--- src/rtl/adain_lane_serializer_if.sv ---
// Handshake bundle between the 8-lane AdaIN datapath, the lane serializer and the narrow consumer.
// slave is the serializer side, master is the upstream/downstream environment side.
`timescale 1ns/1ps
interface adain_lane_serializer_if #(parameter int WIDTH = 16);
  logic               in_valid;
  logic               in_ready;
  logic [8*WIDTH-1:0] in_data;
  logic               out_valid;
  logic               out_ready;
  logic [WIDTH-1:0]   out_data;
  logic [2:0]         out_sel;
  logic               out_last;

  modport slave  (input  in_valid, in_data, out_ready,
                  output in_ready, out_valid, out_data, out_sel, out_last);
  modport master (output in_valid, in_data, out_ready,
                  input  in_ready, out_valid, out_data, out_sel, out_last);
endinterface

--- src/rtl/adain_lane_serializer.sv ---
// Parallel-to-serial stage: captures eight WIDTH-bit lanes per handshake and streams them lane 0 first.
// Define ADAIN_SERIALIZER_PINGPONG_EN for two banks (A/B) that stream back-to-back without a bubble.
`timescale 1ns/1ps
module adain_lane_serializer #(
  parameter int WIDTH = 16
) (
  input  logic                   clk,
  input  logic                   rst_n,
  adain_lane_serializer_if.slave bus,
  output logic                   busy
);

  typedef enum logic {IDLE, STREAM} state_t;

  state_t     state, state_n;
  logic [2:0] sel, sel_n;
  logic       load, beat, last_beat;

  assign load      = bus.in_valid && bus.in_ready;
  assign beat      = bus.out_valid && bus.out_ready;
  assign last_beat = beat && (sel == 3'd7);

`ifdef ADAIN_SERIALIZER_PINGPONG_EN
  logic [WIDTH-1:0] bank [2][8];
  logic [1:0]       full, full_n;
  logic             rd, rd_n, wr;

  // A takes the load whenever it is empty; otherwise B must be the empty one.
  assign wr = full[0];

  always_ff @(posedge clk) begin
    if (load) begin
      for (int k = 0; k < 8; k++) bank[wr][k] <= bus.in_data[k*WIDTH +: WIDTH];
    end
  end

  always_comb begin
    full_n = full;
    rd_n   = rd;
    sel_n  = sel;
    if (beat) sel_n = sel + 3'd1;
    if (last_beat) begin
      full_n[rd] = 1'b0;
      rd_n       = ~rd;
    end
    if (load) begin
      full_n[wr] = 1'b1;
      if (state == IDLE) begin
        rd_n  = wr;
        sel_n = 3'd0;
      end
    end
    state_n = full_n[rd_n] ? STREAM : IDLE;
  end

  assign bus.in_ready  = ~&full;
  assign bus.out_valid = (state == STREAM);
  assign bus.out_data  = bus.out_valid ? bank[rd][sel] : '0;
  assign busy          = (state != IDLE) || (|full);
`else
  logic [WIDTH-1:0] bank [8];

  always_ff @(posedge clk) begin
    if (load) begin
      for (int k = 0; k < 8; k++) bank[k] <= bus.in_data[k*WIDTH +: WIDTH];
    end
  end

  always_comb begin
    state_n = state;
    sel_n   = sel;
    if (load) begin
      state_n = STREAM;
      sel_n   = 3'd0;
    end
    if (beat) begin
      sel_n = sel + 3'd1;
      if (sel == 3'd7) state_n = IDLE;
    end
  end

  assign bus.in_ready  = (state == IDLE);
  assign bus.out_valid = (state == STREAM);
  assign bus.out_data  = bus.out_valid ? bank[sel] : '0;
  assign busy          = (state != IDLE);
`endif

  // Only control state is reset; bank contents are masked off while no vector is held.
  always_ff @(posedge clk or negedge rst_n) begin
    if (!rst_n) begin
      state <= IDLE;
      sel   <= 3'd0;
`ifdef ADAIN_SERIALIZER_PINGPONG_EN
      full  <= 2'b00;
      rd    <= 1'b0;
`endif
    end else begin
      state <= state_n;
      sel   <= sel_n;
`ifdef ADAIN_SERIALIZER_PINGPONG_EN
      full  <= full_n;
      rd    <= rd_n;
`endif
    end
  end

  assign bus.out_sel  = sel;
  assign bus.out_last = bus.out_valid && (sel == 3'd7);

endmodule

--- src/flat_wrapper.sv ---
// flat-port wrapper written by rule: the top's interface ports become plain ports
module adain_lane_serializer_flat 
#(
  parameter int WIDTH = 16
)
  (clk, rst_n, busy, bus_in_valid, bus_in_data, bus_out_ready, bus_in_ready, bus_out_valid, bus_out_data, bus_out_sel, bus_out_last);
  adain_lane_serializer_if #(.WIDTH(WIDTH)) bus_i ();
  input  logic clk;
  input  logic rst_n;
  output logic busy;
  input wire logic [$bits(bus_i.in_valid)-1:0] bus_in_valid;
  input wire logic [$bits(bus_i.in_data)-1:0] bus_in_data;
  input wire logic [$bits(bus_i.out_ready)-1:0] bus_out_ready;
  output wire logic [$bits(bus_i.in_ready)-1:0] bus_in_ready;
  output wire logic [$bits(bus_i.out_valid)-1:0] bus_out_valid;
  output wire logic [$bits(bus_i.out_data)-1:0] bus_out_data;
  output wire logic [$bits(bus_i.out_sel)-1:0] bus_out_sel;
  output wire logic [$bits(bus_i.out_last)-1:0] bus_out_last;
  assign bus_i.in_valid = bus_in_valid;
  assign bus_i.in_data = bus_in_data;
  assign bus_i.out_ready = bus_out_ready;
  assign bus_in_ready = bus_i.in_ready;
  assign bus_out_valid = bus_i.out_valid;
  assign bus_out_data = bus_i.out_data;
  assign bus_out_sel = bus_i.out_sel;
  assign bus_out_last = bus_i.out_last;
  adain_lane_serializer #(.WIDTH(WIDTH)) u_core (.clk(clk), .rst_n(rst_n), .bus(bus_i), .busy(busy));
endmodule
--- config.mk ---
export PLATFORM = sky130hd
export DESIGN_NAME = adain_lane_serializer_flat
export DESIGN_NICKNAME = d
export VERILOG_FILES = /design/src/rtl/adain_lane_serializer_if.sv /design/src/rtl/adain_lane_serializer.sv /design/src/flat_wrapper.sv
export SDC_FILE = /design/constraint.sdc
export NUM_CORES = 1
export LEC_CHECK = 0
export ABC_AREA = 1
export BUFFER_PORTS_ARGS = -buffer_cell sky130_fd_sc_hd__buf_2
export CORE_AREA = 3 3 93 131
export CTS_CLUSTER_DIAMETER = 50
export DETAILED_ROUTE_END_ITERATION = 8
export DIE_AREA = 0 0 96 134
export GPL_TIMING_DRIVEN = 0
export PLACE_DENSITY_LB_ADDON = 0.1
export SYNTH_ARGS = -nofsm -noshare
export SYNTH_HDL_FRONTEND = slang
export SYNTH_SLANG_ARGS = --single-unit
--- constraint.sdc ---
create_clock -name clk -period 7.58 [get_ports clk]
set_clock_uncertainty 0.15 [all_clocks]
set_input_delay 1.516 -clock clk [delete_from_list [all_inputs] [get_ports clk]]
set_output_delay 1.516 -clock clk [all_outputs]
set_load 0.01 [all_outputs]
======== After elaboration in Yosys (flattened, before gate mapping) ========
Memories as Yosys holds them, arrays and structs flattened.
Cells that the tools add are included.
word-level totals
  logic and storage cells ................. 18
  memories kept ........................... 1
  bits in writable memories ............... 128
  output and inout bits ................... 23
  flip-flop bits (word level) ............. 4
  input port bits ......................... 132
operators by class
  muxes and demuxes ....................... 8
  bitwise logic cells ..................... 1
  reduce and logical (&&, ||, !) cells .... 4
  equality and inequality tests ........... 1
  $add $sub $neg .......................... 1
memories
  memory       words  bits a word  read ports  clocked after Yosys merged registers in  wr ports  line                         text
  u_core.bank  8      16           1           0                                        8         adain_lane_serializer.sv:61  logic [WIDTH-1:0] bank [8];
operator list
  kind                                         count
  2-to-1 mux 16 bit                            1
  2-to-1 mux 3 bit                             2
  2-to-1 mux 1 bit                             5
  adder 3 x 1 -> 3 bit, second input constant  1
  equality test 3 bit, second input constant   1
  logical AND 1 bit                            3
  nonzero test 2 bit                           1
  NOT 1 bit                                    1

======== Logic depth before layout (Yosys ltp) ========
Gate-level depths: netlist of the first run.
  depth in word-level cells ............... 5
  depth in mapped cells ................... 8
  depth with buffers taken out ............ 7

======== Worst setup path after synthesis of the first run ========
Ideal clock, no wire load.
  kind .................................... input-to-reg
  start point ............................. in bus_in_valid
  end point ............................... mem u_core.bank[0][0], enable pin
  required time ........................... 6.809 ns
  setup slack ............................. -0.131 ns
  data arrival time ....................... 6.940 ns
  stages on the path ...................... 2
  library setup time ...................... 0.621 ns
  buffers on the path ..................... 0
  cells stage by stage .................... inv_1 nor2_1
RTL lines
  element          line                         text
  start, declared  flat_wrapper.sv:11           input wire logic [$bits(bus_i.in_valid)-1:0] bus_in_valid;
  end, declared    adain_lane_serializer.sv:61

======== Worst setup path in the final report of the first run ========
  start point ............................. reg u_core.sel[0], in the netlist u_core.bus.out_sel[0]
  end point ............................... out bus_out_data[6]
between the ends
  cells in the longest elaborated chain, start to end .. 2
RTL lines
  element                   line                         text
  start, declared           adain_lane_serializer.sv:16  logic [2:0] sel, sel_n;
  start signal, assigned    adain_lane_serializer.sv:99  sel <= sel_n;
  memory read (8 x 16 bit)  --
  2-to-1 mux 16 bit         adain_lane_serializer.sv:84  assign bus.out_data = bus.out_valid ? bank[sel] : '0;
  end, declared             flat_wrapper.sv:16           output wire logic [$bits(bus_i.out_data)-1:0] bus_out_data;
No other way between the ends.

==> results of run 1 <==
-- flip-flops by register name (all words and copies together), names as in the netlist --
register,cells
u_core.bank,128
u_core.bus.out_sel,3
u_core.bus.out_valid,1
-- worst max path at each step --
stage                                                  from  slack (ns)  depth (start not counted)                          end
final                     u_core.bus.out_sel[0]$_DFFE_PN0P_        3.89                          8              bus_out_data[6]
after global routing      u_core.bus.out_sel[2]$_DFFE_PN0P_        3.75                          6              bus_out_data[7]
after CTS                 u_core.bus.out_sel[0]$_DFFE_PN0P_        3.89                          8              bus_out_data[6]
after detailed placement                       bus_in_valid        4.27                          6  u_core.bank[3][5]$_DFFE_PP_
after global placement                         bus_in_valid        0.97                          3  u_core.bank[3][5]$_DFFE_PP_
after floorplan                                bus_in_valid        2.12                          2  u_core.bank[0][0]$_DFFE_PP_
-- worst reg2reg max path, stage by stage (launching register included) --
cell and delay, ns:
sky130_fd_sc_hd__dfrtp_1 0.43, sky130_fd_sc_hd__buf_2 0.22, sky130_fd_sc_hd__buf_2 0.21, sky130_fd_sc_hd__nor2_4 0.55, sky130_fd_sc_hd__buf_16 0.25, sky130_fd_sc_hd__buf_16 0.19, sky130_fd_sc_hd__buf_12 0.23
-- metrics by stage --
step,power [µW],utilization (%),worst slack [ns]
2_1_floorplan,1420,-,2.12
3_3_place_gp,1720,60.5,0.969
3_5_place_dp,1740,61.4,4.27
4_1_cts,2480,66.0,3.89
5_1_grt,2600,66.0,3.75
6_report,2460,66.0,3.89
-- cell usage in the layout, fill, tap and decap left out, types with 3 or more instances in the layout --
master,synthesis,routed
sky130_fd_sc_hd__buf_2,10,164
sky130_fd_sc_hd__nand2_1,166,166
sky130_fd_sc_hd__clkbuf_16,0,17
sky130_fd_sc_hd__o21ai_0,5,5
sky130_fd_sc_hd__nand3_1,80,80
sky130_fd_sc_hd__clkbuf_1,4,6
sky130_fd_sc_hd__buf_4,9,9
sky130_fd_sc_hd__buf_6,4,4
sky130_fd_sc_hd__clkinv_2,0,3
sky130_fd_sc_hd__edfxtp_1,128,128
sky130_fd_sc_hd__inv_1,134,134
sky130_fd_sc_hd__dfrtp_1,4,4
sky130_fd_sc_hd__nor2_1,33,32
-- cell type report --
cell class	instances	area, µm²	share of cell area [%]
Multi-Input combinational cell	286	1200	16.3
Inverter	136	510	6.89
Clock inverter	8	90.1	1.22
Buffer	28	181	2.45
Clock buffer	19	433	5.84
Tap cell	144	180	2.43
Timing Repair Buffer	158	866	11.7
Sequential cell	132	3940	53.2
-- logic make-up (layout without fill, tap and decap cells) --
logic type               after synthesis  after routing  synth area share (%)
AO/OA/AOI/OAI                          5              5                 0.429
adder cells (fa/ha/maj)                2              2                 0.429
AND/OR/NAND/NOR                      279            279                  19.7
buffers and inverters                164            349                  11.9
flip-flops                           132            132                  67.6
-- cells in the mapped netlist (2+ instances only) --
library cell               instances  area (µm²)
sky130_fd_sc_hd__buf_6             4        45.0
sky130_fd_sc_hd__nand3_1          80         400
sky130_fd_sc_hd__nand2_1         166         623
sky130_fd_sc_hd__o21ai_0           5        25.0
sky130_fd_sc_hd__inv_2             2        7.51
sky130_fd_sc_hd__buf_2            10        50.1
sky130_fd_sc_hd__ha_1              2        25.0
sky130_fd_sc_hd__buf_4             9        67.6
sky130_fd_sc_hd__dfrtp_1           4         100
sky130_fd_sc_hd__nor2_1           33         124
sky130_fd_sc_hd__edfxtp_1        128        3840
sky130_fd_sc_hd__inv_1           134         503
sky130_fd_sc_hd__clkbuf_1          4        15.0
-- metal layers --
| metal | vias up | GRT usage [%] | share of wire (%) |
|---|---|---|---|
| met5 | - | 0 | 0 |
| met4 | 0 | 8.78 | 2.5 |
| met3 | 22 | 4.88 | 6.2 |
| met2 | 149 | 38.4 | 53 |
| met1 | 1959 | 25.5 | 39 |
| li1 | 2164 | - | - |
-- power by group --
| group | switching [µW] | internal, µW | leakage (µW) |
|---|---|---|---|
| Clock | 269 | 470 | 0.000255 |
| Combinational | 541 | 303 | 0.00218 |
| Sequential | 17.0 | 858 | 0.00120 |
| Total | 827 | 1630 | 0.00363 |
==> results.txt, run 1 <==
----------------------------------------------------
[Placed design]
  Port bufs ... 154
  Post-DP Area ... 6890 µm²
  Total placed cells including tap cells ... 884
  Post-DP HPWL ... 9960 µm
  Final weighted congestion of routability-driven global placement ... 0.803

[CTS]
  TritonCTS clock tree ... done
  Post-CTS sizing ... 0
  Root buffer cell ... sky130_fd_sc_hd__clkbuf_16
  H-tree lvl count ... 4
  Skew-Pair Late Insertion Delay ... 0.40 ns
  Clock sink count ... 132
  Cts bufs inserted ... 17
  Clock slew at the register clock pins of the worst setup and hold paths ... 0.05 ns
  Cts hold-fix bufs ... 0
  Clock buffer depth ... 2
  Setup Buffers After CTS ... 0

[Timing]
  Final count of hold timing violations ... 0
  Setup repair after global routing missed its margin ... no
  Fin Setup TNS ... 0 ns
  Final-report setup violation count ... 0
  Headroom to the max-slew limit ... 56.4%
  Period utilisation layout ... 48.7%
  Transition at the pin with the smallest max-transition slack ... 0.653 ns
  Total count of max-transition violations in the final report ... 0
  Worst Hold Slack ... 0.495 ns
  Max Freq ... 271 MHz
  Final critical delay including setup and external delays ... 3.69 ns

[Setup path]
  Reg-to-reg endpoint ... u_core.bank[2][10]$_DFFE_PP_
  List of cells traversed by the critical path ... inv_2, clkbuf_1, nand2_1, nand3_1, nand2_1, nor2_1, nor2_1, buf_2
  CP Buf/Inv Count ... 3
  Critical path's largest stage delay ... 0.42 ns
  CP max-delay cell ... sky130_fd_sc_hd__dfrtp_1
  Delay-heaviest family, CP ... buffers and inverters
  Worst reg-to-reg path cell count ... 6
  R2r setup slk ... 5.04 ns
  Maximum fanout along the worst path ... 10
  Kind of start point of the critical path ... register
  Required time of the critical path ... 5.91 ns
  Arrival time at the worst endpoint ... 2.03 ns
  Reg2Reg Launch Point ... u_core.bus.out_valid$_DFF_PN0_
  Path type of the worst setup path ... register to output port
  Endpoint kind of the worst setup timing path ... output port

[Worst hold path]
  Type of the most critical hold path ... register to register
  Endpoint with the worst hold slack ... u_core.bus.out_sel[2]$_DFFE_PN0P_
  Origin of the worst min-delay path ... u_core.bus.out_sel[2]$_DFFE_PN0P_
  Count of cells along the worst hold path ... 3

[Floorplan]
  DIE HEIGHT ... 134 µm
  Initial Utilization ... 52.0%
  Floorplan core area ... 11200 µm²
  Floorplan row count ... 46
  Total I/O pin count ... 155
  Floorplan die area ... 12900 µm²
  Die boundary width ... 96 µm

[Power]
  Peak supply drop ... 0.000197 V
  Cell area power density ... 332 nW/µm²
  Total leakage power ... 0.00363 µW

[Finish]
  Layout filler cell count ... 905
  Share of layout cells above drive strength 1 ... 27.0%
  Antenna cells ... 0
  Area growth from synthesis to final layout ... 27.0%
  Final non-filler cell total ... 911
  Final #Nets ... 893
  Final std cell area, no fill ... 7410 µm²

[Job]
  # Max-Cap Violations ... 0

[Drt]
  Number of nets with antenna violations after detailed routing ... 0
  Detailed Route WL ... 13500 µm
  Post-detailed-route via-to-cell ratio ... 4.71
  DR WL/cell ... 14.8 µm
  Iteration-0 DRC count of the detailed router ... 253
  DR DRC count ... 0
  Vias after detailed routing ... 4294
  DR pass1 iterations ... 5

[Synthesis]
  Average footprint of a synthesized cell ... 10.0 µm²
  Total number of yosys warnings ... 0
  Cell Area, Synth ... 5830 µm²
  Proportion of register bits with asynchronous set or reset after synthesis ... 3.03%
  Proportion of synthesized chip area in sequential cells ... 67.6%
  Number of enable flip-flop cells after synthesis ... 128
  #FFs+latches synth ... 132
  Flip-flop cell with the highest count after synthesis ... sky130_fd_sc_hd__edfxtp_1
  Number of unique standard cell types used by synthesis ... 14
  Post-Syn Nets ... 716
  Synthesized netlist cell count ... 582

[Outcome]
  Result of the run ... finished clean

[Global route]
  Antenna violations before repair ... 0
  Overall fraction of global-route tracks in use ... 21.9%
  Wire length of the first global-routing pass ... 21000 µm
  GRT Residual Overflow ... 0
  Largest net degree at the start of global routing ... 38
  Via count of the first global-routing pass ... 4455

----------------------------------------------------
Power figures use the tool's default switching activity.
==> run 2: changes to the inputs <==
CORE_AREA = 3 3 98 137   (was 3 3 93 131)
DIE_AREA = 0 0 101 140   (was 0 0 96 134)
clock period = 3 ns   (was 7.58 ns; I/O delays follow)
==> results.txt, run 2 (synthesis gave the netlist of run 1 again) <==
----------------------------------------------------
[Outcome]
  Result of the run ... finished clean

[Timing]
  Max Freq ... 357 MHz
  Headroom to the max-slew limit ... 55.5%
  Worst Hold Slack ... 0.212 ns
  Final critical delay including setup and external delays ... 2.80 ns
  Setup repair after global routing missed its margin ... no
  Total count of max-transition violations in the final report ... 0
  Period utilisation layout ... 93.3%
  Final count of hold timing violations ... 0
  Transition at the pin with the smallest max-transition slack ... 0.666 ns
  Final-report setup violation count ... 0

[Setup path]
  Delay-heaviest family, CP ... buffers and inverters
  Reg2Reg Launch Point ... u_core.bus.out_valid$_DFF_PN0_
  Arrival time at the worst endpoint ... 2.05 ns
  Kind of start point of the critical path ... register
  Launch point of the critical path ... u_core.bus.out_sel[2]$_DFFE_PN0P_
  CP Buf/Inv Count ... 3
  Endpoint kind of the worst setup timing path ... output port
  Required time of the critical path ... 2.25 ns
  Critical path's largest stage delay ... 0.51 ns
  Maximum fanout along the worst path ... 10
  Path type of the worst setup path ... register to output port
  CP max-delay cell ... sky130_fd_sc_hd__buf_1
  List of cells traversed by the critical path ... clkbuf_1, buf_1, nand3_1, nand2_1, nor2_1, buf_2

[Power]
  Part of the total power dissipated in sequential elements ... 35.3%
  Total Power Consumption ... 6250 µW
  Power dissipated by switching net loads ... 2170 µW
  Peak supply drop ... 0.000354 V
  Switching power as a share of total power ... 34.7%
  Portion of total power attributed to the clock network ... 30.6%
  Cell area power density ... 836 nW/µm²
  Total leakage power ... 0.00366 µW
  Comb power frac ... 34.0%
  Pint ... 4080 µW

[CTS]
  Cts hold-fix bufs ... 1
  Clock buffer depth ... 2
  Post-CTS sizing ... 0
  Clock slew at the register clock pins of the worst setup and hold paths ... 0.06 ns
  Clock sink count ... 132
  Setup Buffers After CTS ... 0
  H-tree lvl count ... 4
  Root buffer cell ... sky130_fd_sc_hd__clkbuf_16
  TritonCTS clock tree ... done
  Skew-Pair Late Insertion Delay ... 0.40 ns
  Cts bufs inserted ... 17

[Drt]
  Vias after detailed routing ... 4256
  Detailed Route WL ... 13600 µm
  Iteration-0 DRC count of the detailed router ... 182
  DR pass1 iterations ... 4
  DR DRC count ... 0
  Post-detailed-route via-to-cell ratio ... 4.61
  Number of nets with antenna violations after detailed routing ... 0
  DR WL/cell ... 14.8 µm

[Global route]
  Via count of the first global-routing pass ... 4386
  Antenna violations before repair ... 0
  Largest net degree at the start of global routing ... 36
  Overall fraction of global-route tracks in use ... 20.4%
  Wire length of the first global-routing pass ... 21700 µm
  GRT Residual Overflow ... 0

[Floorplan]
  Floorplan die area ... 14100 µm²
  Initial Utilization ... 47.1%
  Floorplan core area ... 12400 µm²
  Die boundary width ... 101 µm
  Floorplan row count ... 48
  Total I/O pin count ... 155
  DIE HEIGHT ... 140 µm

[Placed design]
  Final weighted congestion of routability-driven global placement ... 0.780
  Post-DP HPWL ... 10200 µm
  Total placed cells including tap cells ... 890
  Port bufs ... 154
  Post-DP Area ... 6910 µm²

[Finish]
  Antenna cells ... 0
  Final non-filler cell total ... 923
  Flip-flop count of the largest register, all copies and words added ... 128
  Most flop-heavy register ... u_core.bank
  Final #Nets ... 894
  Commonest non-fill, non-tap cells in the layout ... 166 x sky130_fd_sc_hd__nand2_1, 162 x sky130_fd_sc_hd__buf_2, 134 x sky130_fd_sc_hd__inv_1
  Area growth from synthesis to final layout ... 28.1%
  Share of layout cells above drive strength 1 ... 27.9%
  Most common library cell in the layout ignoring fill and taps ... sky130_fd_sc_hd__nand2_1
  Final std cell area, no fill ... 7470 µm²

[Worst hold path]
  Type of the most critical hold path ... primary input to register
  Origin of the worst min-delay path ... bus_in_data[29]

[Job]
  # Max-Cap Violations ... 0

----------------------------------------------------
[run 2: worst register-to-register path, delay by kind of cell, from the launching register on]
| family | cells | cell delay, ns |
|---|---|---|
| AND/OR/NAND/NOR | 1 | 0.51 |
| flip-flops | 1 | 0.44 |
| buffers and inverters | 4 | 0.82 |
[run 2: per-layer routing]
metal / vias up / wire length, µm / GRT usage [%] / share of wire, %
met5: - / 0 / 0 / 0
met4: 0 / 304 / 7.70 / 2.2
met1: 1927 / 5360 / 25.1 / 39
met3: 21 / 850 / 3.94 / 6.2
li1: 2173 / - / - / -
met2: 135 / 7120 / 35.2 / 52
[run 2: final cells by class]
cell class	count	area (µm²)
Sequential cell	132	3950
Clock buffer	17	425
Inverter	136	510
Clock inverter	15	130
Tap cell	150	188
Buffer	28	194
Timing Repair Buffer	159	876
Fill cell	1109	4900
Multi-Input combinational cell	286	1200
[run 2: through the flow]
stage          utilization, %  setup TNS, ns  setup WS, ns
6_report                 60.4              0         0.201
4_1_cts                  60.4              0         0.164
2_1_floorplan               -         -20.31        -0.159
3_3_place_gp             55.1        -105.62        -0.831
3_5_place_dp             55.8              0         0.617
5_1_grt                  60.4              0        0.0820
[run 2: power by group through the flow]
stage	Clock [µW]	Sequential (µW)	Combinational, µW
finish	1910	2210	2130
global route	2050	2220	2400
CTS	1950	2210	2160
detailed placement	0	2250	2150
global placement	0	2260	2100
floorplan	0	2250	1320
[run 2: worst paths after layout]
| kind | end | slack, ns | cells past startpoint |
|---|---|---|---|
| max in group asynchronous | u_core.bus.out_valid$_DFF_PN0_ | 2.15 | 2 |
| setup reg to reg | u_core.bank[7][4]$_DFFE_PP_ | 0.76 | 5 |
| hold / removal | u_core.bank[1][13]$_DFFE_PP_ | 0.21 | 1 |
| setup / recovery | bus_out_data[7] | 0.20 | 6 |
| hold reg to reg | u_core.bus.out_sel[1]$_DFFE_PN0P_ | 0.50 | 3 |
| min in group asynchronous | u_core.bus.out_valid$_DFF_PN0_ | 0.41 | 2 |
